### src/rtl/leitor_caminho_anterior.sv
// leitor_caminho_anterior
// Back end of the path search. After the search core finishes, this block walks the predecessor
// (anterior) memory from DESTINO back to FONTE and pushes every visited node onto an internal
// LIFO. It then streams the path in forward order (FONTE first, DESTINO last) over valid/ready.
//
// Ports:
//   clk                  rising-edge clock
//   rst_n                asynchronous reset, active-high (legacy name kept from the codebase)
//   start_in             1-cycle start pulse, ignored unless idle
//   fonte_in/destino_in  source/destination nodes, sampled on an accepted start
//   ant_rd_en_out        anterior memory read strobe (only in BUSCA)
//   ant_rd_addr_out      anterior memory read address
//   ant_rd_data_in       predecessor of the addressed node, valid 1 cycle after the strobe
//   caminho_valid_out    path word valid
//   caminho_addr_out     path node
//   caminho_last_out     marks the DESTINO word
//   caminho_ready_in     downstream accepts the word on valid && ready
//   caminho_tamanho_out  number of nodes in the path, set on entry to EMITIR
//   busy_out             FSM not idle
//   pronto_out           1-cycle pulse after the last word is accepted
//   erro_out             sticky until next accepted start: path longer than MAX_CAMINHO
module leitor_caminho_anterior #(
  parameter int unsigned ADDR_WIDTH  = 6,
  parameter int unsigned MAX_CAMINHO = 64,
  parameter int unsigned CNT_WIDTH   = 7
) (
  input  logic                  clk,
  input  logic                  rst_n,
  input  logic                  start_in,
  input  logic [ADDR_WIDTH-1:0] fonte_in,
  input  logic [ADDR_WIDTH-1:0] destino_in,
  output logic                  ant_rd_en_out,
  output logic [ADDR_WIDTH-1:0] ant_rd_addr_out,
  input  logic [ADDR_WIDTH-1:0] ant_rd_data_in,
  output logic                  caminho_valid_out,
  output logic [ADDR_WIDTH-1:0] caminho_addr_out,
  output logic                  caminho_last_out,
  input  logic                  caminho_ready_in,
  output logic [CNT_WIDTH-1:0]  caminho_tamanho_out,
  output logic                  busy_out,
  output logic                  pronto_out,
  output logic                  erro_out
);

  localparam int unsigned PtrW = (MAX_CAMINHO > 1) ? $clog2(MAX_CAMINHO) : 1;
  localparam logic [CNT_WIDTH-1:0] CntOne = CNT_WIDTH'(1);
  localparam logic [CNT_WIDTH-1:0] CntMax = CNT_WIDTH'(MAX_CAMINHO);

  typedef enum logic [1:0] {
    StIdle,
    StBusca,
    StEspera,
    StEmitir
  } state_e;

  state_e                r_state;
  state_e                w_state_d;
  logic [ADDR_WIDTH-1:0] r_fonte;
  logic [ADDR_WIDTH-1:0] r_atual;
  // r_cnt is both the LIFO fill level and, while walking, the path length so far.
  logic [CNT_WIDTH-1:0]  r_cnt;
  logic [CNT_WIDTH-1:0]  r_tamanho;
  logic                  r_pronto;
  logic                  r_erro;
  logic [ADDR_WIDTH-1:0] r_lifo [MAX_CAMINHO];

  logic                  w_start;
  logic                  w_push;
  logic                  w_pop;
  logic                  w_emit_entry;
  logic                  w_set_erro;
  logic                  w_last;
  logic [PtrW-1:0]       w_push_idx;
  logic [PtrW-1:0]       w_top_idx;

  assign w_push_idx = r_cnt[PtrW-1:0];
  assign w_top_idx  = w_push_idx - PtrW'(1);
  assign w_last     = (r_cnt == CntOne);

  assign busy_out            = (r_state != StIdle);
  assign pronto_out          = r_pronto;
  assign erro_out            = r_erro;
  assign caminho_tamanho_out = r_tamanho;

  always_ff @(posedge clk or posedge rst_n) begin
    if (rst_n) begin
      r_state <= StIdle;
    end else begin
      r_state <= w_state_d;
    end
  end

  always_comb begin
    w_state_d         = r_state;
    w_start           = 1'b0;
    w_push            = 1'b0;
    w_pop             = 1'b0;
    w_emit_entry      = 1'b0;
    w_set_erro        = 1'b0;
    ant_rd_en_out     = 1'b0;
    ant_rd_addr_out   = '0;
    caminho_valid_out = 1'b0;
    caminho_addr_out  = '0;
    caminho_last_out  = 1'b0;
    unique case (r_state)
      StIdle: begin
        if (start_in) begin
          w_start   = 1'b1;
          w_state_d = StBusca;
        end
      end
      StBusca: begin
        if (r_atual == r_fonte) begin
          w_emit_entry = 1'b1;
          w_state_d    = StEmitir;
        end else begin
          ant_rd_en_out   = 1'b1;
          ant_rd_addr_out = r_atual;
          w_state_d       = StEspera;
        end
      end
      StEspera: begin
        // A full LIFO is an error even if this read returns FONTE: it would need one more slot.
        if (r_cnt == CntMax) begin
          w_set_erro = 1'b1;
          w_state_d  = StIdle;
        end else begin
          w_push    = 1'b1;
          w_state_d = StBusca;
        end
      end
      StEmitir: begin
        caminho_valid_out = 1'b1;
        caminho_addr_out  = r_lifo[w_top_idx];
        caminho_last_out  = w_last;
        if (caminho_ready_in) begin
          w_pop = 1'b1;
          if (w_last) begin
            w_state_d = StIdle;
          end
        end
      end
      default: w_state_d = StIdle;
    endcase
  end

  always_ff @(posedge clk or posedge rst_n) begin
    if (rst_n) begin
      r_fonte   <= '0;
      r_atual   <= '0;
      r_cnt     <= '0;
      r_tamanho <= '0;
      r_pronto  <= 1'b0;
      r_erro    <= 1'b0;
    end else begin
      r_pronto <= w_pop && w_last;
      if (w_start) begin
        r_fonte   <= fonte_in;
        r_atual   <= destino_in;
        r_cnt     <= CntOne;
        r_erro    <= 1'b0;
        r_tamanho <= '0;
      end
      if (w_push) begin
        r_atual <= ant_rd_data_in;
        r_cnt   <= r_cnt + CntOne;
      end
      if (w_pop) begin
        r_cnt <= r_cnt - CntOne;
      end
      if (w_set_erro) begin
        r_erro <= 1'b1;
      end
      if (w_emit_entry) begin
        r_tamanho <= r_cnt;
      end
    end
  end

  // Storage needs no reset: an empty LIFO is defined by r_cnt alone.
  always_ff @(posedge clk) begin
    if (w_start) begin
      r_lifo[0] <= destino_in;
    end else if (w_push) begin
      r_lifo[w_push_idx] <= ant_rd_data_in;
    end
  end

endmodule

### config.mk
export PLATFORM = sky130hd
export DESIGN_NAME = leitor_caminho_anterior
export DESIGN_NICKNAME = d
export VERILOG_FILES = /design/src/rtl/leitor_caminho_anterior.sv
export SDC_FILE = /design/constraint.sdc
export NUM_CORES = 1
export LEC_CHECK = 0
export CORE_UTILIZATION = 30
export CTS_CLUSTER_DIAMETER = 120
export CTS_CLUSTER_SIZE = 14
export DETAILED_ROUTE_END_ITERATION = 8
export HOLD_SLACK_MARGIN = 0.15
export SYNTH_ARGS = -nofsm -noshare
export SYNTH_HDL_FRONTEND = slang
export SYNTH_SLANG_ARGS = --single-unit
### constraint.sdc
create_clock -name clk -period 5.2 [get_ports clk]
set_input_delay 0.78 -clock clk [delete_from_list [all_inputs] [get_ports clk]]
set_output_delay 0.78 -clock clk [all_outputs]
set_load 0.01 [all_outputs]
==> results.md <==
* Number of fill cells at ~5,300
* Startpoint types: flip-flop
* Longest Clk Path Bufs at 3
* Sum Neg Setup Slack at 0 ns
* RePlAce Congestion at around 0.79
* Yosys reg bits at 414
* Fraction of layout cells with a size suffix above 1 at 18.38%
* Total inserted antenna cells at 0
* CP Data Required Time at 4.42 ns
* IO Count at 47
* Initial antenna violation count at 0
* Worst Path Max Fanout at 32
* Worst VDD drop at between 300 and 400 uV
* DRT iter0 DRCs at 862
* CP endpoint kind: output port
* Slew Viols, Final at 0
* Worst Tran Pin Value at 0.9893 ns
* CTS tree: done
* Status: finished, final reports clean
* Pwr/cell area at ~600 nW/um2
* Synth area leaders: edfxtp_1 (68%), mux4_2 (12%), dfrtp_1 (4.4%), nor2_1 (2.0%), mux2i_1 (1.9%)
* Clk slew on worst S/H paths at 0.07 ns
* GR Util All Layers at 14.07%
* Seq/Total Area, Yosys at 72.38%
* # clock sinks at 414
* Leading area contributor after synthesis: edfxtp_1
* Synth Area per Inst at 18.19 um2
* Lkg Pwr at about 6 nW
* DR vias/cell at 5.028
* Commonest non-fill, non-tap cell in the layout: edfxtp_1
* H-tree Lvls at 2
* Die width at around 240 um
* Post-synthesis cell count at roughly 930
* Finished Layout Cells at 1,749
* Area of the die at around 58,000 um2
* HP Class: flip-flop to flip-flop
* Final period utilization at 92.90%
* Worst R2R Start: r_cnt[1]
* WL/cell at 22.93 um
* Post-synth EDFFs at 384
* Largest net degree at the start of global routing at 66
* Max transition margin at 33.85%
* # hold bufs at CTS at 0
* GRT overflow at 0
* Total Nets Final at 1,014
* Most frequent cells in the layout: edfxtp_1 (384), nor2_1 (91), mux4_2 (91), nand2_1 (67), clkdlybuf4s50_1 (46)
* DRT Pass-1 Iters at 5
* Min-delay src: r_fonte[3]
* Vias at 8,794
* Die Height at 239.8 um
* CTS buffer count at 35
* Final setup vio count at 0
* Port buffer count at 46
* Final hold vios at 0
* Row count at 86
* Final ANT Viol Nets at 0
* Core area at roughly 56,000 um2
* First-pass GRT wire length at 59.38 mm
* Post-synthesis to final-layout area growth at 13.55%
* Worst path slowest cell: clkdlybuf4s50_1
* Synth Cell Area at ~17,000 um2
* Maximum Capacitance Violations at 0
* DP Cell Count at 1,699
* Post-layout minimum cycle time at just under 5 ns
* Final wirelength at 40.10 mm
* Final Skew at 0.01369 ns
* Synth warn at 0
* Synth Net Count at 958
* Async set or reset register ratio after synthesis at 7.246%
* Synth unique cells at 55
* RSZ-0062 raised after global routing: no
* Worst-Skew Late Latency at 0.53 ns
* Arrival @ worst endpoint at 4.05 ns
* Crit-path cells: inv_1 -> ha_4 -> buf_12 -> mux4_2 -> mux2i_1 -> a2111oi_0 -> nand4_1 -> o41ai_1 -> clkdlybuf4s50_1
* HPWL after DPL at about 26 mm
* Vias in the first global route at 8,999
* Yosys top cell area share at 67.95%
* Max incr delay on CP at about 0.61 ns
* Ys flop type: edfxtp_1
* Starting Density at 30.56%
* Clk root buf: clkbuf_16
* CP Class: flip-flop to output port
* Highest clock rate at 207.0 MHz
* Detailed-route DRC error count at 0
* Crit path from: r_cnt[1]
path summary, 6_finish.rpt:
kind / endpoint / slack [ns] / depth (start not counted)
min in group asynchronous: r_fonte[3] / 0.65 / 3
hold reg to reg: r_fonte[3] / 0.50 / 2
setup / recovery: caminho_addr_out[1] / 0.37 / 9
max in group asynchronous: r_cnt[0] / 4.21 / 3
setup reg to reg: r_lifo[34][2] / 1.43 / 6
hold / removal: r_fonte[3] / 0.50 / 2
Yosys cell counts, types with 2 or more instances:
master	number
nand2_2	10
xnor2_1	7
o22ai_1	9
mux2_2	6
edfxtp_1	384
buf_4	5
xor2_1	2
o31ai_1	3
nand3_1	12
clkbuf_1	17
ha_1	3
and3_1	9
mux2i_1	32
dfrtp_1	30
or2_1	2
inv_1	11
and2_1	13
buf_1	2
o21ai_0	16
a32o_1	6
nor3_1	4
buf_6	5
mux4_1	5
o41ai_1	5
a21oi_1	8
buf_8	2
mux4_2	91
or2_2	2
o221ai_1	2
nand2_1	68
buf_2	19
nand4_1	14
nand2b_1	5
nor2_1	91
a31oi_1	2
a211oi_1	7
a2111oi_0	6
area by class of cell:
cell class / instances / area, um2 / share of cell area (%)
clock buffers: 47 / 920.9 / 4.780
clock inverters: 2 / 17.52 / 0.09092
inverters: 11 / 41.29 / 0.2143
multi-input cells: 458 / 4375 / 22.71
flip-flops and latches: 414 / 12290 / 63.76
well taps: 748 / 935.9 / 4.857
repair buffers: 69 / 690.7 / 3.585
registers in the layout, summed over array words and instances, names as in the netlist:
name and count:
r_lifo 384, erro_out 1, caminho_tamanho_out 7, r_cnt 7
r_atual 6, r_state 2, pronto_out 1, r_fonte 6
cells by family (layout without fill, tap and decap cells):
| group | Yosys count | count (layout) | share of synthesized area, % |
|---|---|---|---|
| AO/OA/AOI/OAI | 75 | 75 | 3.318 |
| XOR/XNOR | 10 | 10 | 0.6268 |
| adder cells (fa/ha/maj) | 3 | 3 | 0.2212 |
| buffers and inverters | 61 | 129 | 1.954 |
| flip-flops | 414 | 414 | 72.38 |
| multiplexers | 134 | 134 | 15.14 |
| AND/OR/NAND/NOR | 236 | 236 | 6.363 |
layer usage:
layer	track usage [%]	wire, um
met1	19.43	17570
met4	3.397	747
met2	22.73	19290
met3	2.801	2503
met5	0	0
critical path: cells and delay by family, from the launching register on:
family	cells	cell delay (ns)
AO/OA/AOI/OAI	2	0.69
adder cells (fa/ha/maj)	1	0.56
buffers and inverters	3	1.10
flip-flops	1	0.54
multiplexers	2	0.31
AND/OR/NAND/NOR	1	0.28
metrics by stage:
step                      hold slack, ns  utilization, %  instance area [um2]  total power, mW  setup slack (ns)
final                             0.5015           34.70                19270            11.28            0.3689
after global routing              0.5344           34.70                19270            11.77            0.1283
after CTS                         0.5070           34.64                19230            11.32            0.1374
after detailed placement          0.4873           32.95                18300            8.962            0.7218
after global placement            0.4853           32.95                18300            8.921            0.7734
after floorplan                   0.4652               -                16970            7.376             1.062
what timing repair did:
item	CTS	global route
setup buffers	0	1
endpoints found under the setup margin	0	1
resized for setup	0	0
power breakdown:
part | internal [mW] | total, mW | leakage (nW) | switching, mW
clock | 1.23 | 2.36 | 0.454 | 1.13
combinational | 1.85 | 4.56 | 1.79 | 2.71
sequential | 4.19 | 4.36 | 3.85 | 0.170
total | 7.27 | 11.3 | 6.09 | 4.01
(Power assumes the default switching activity.)
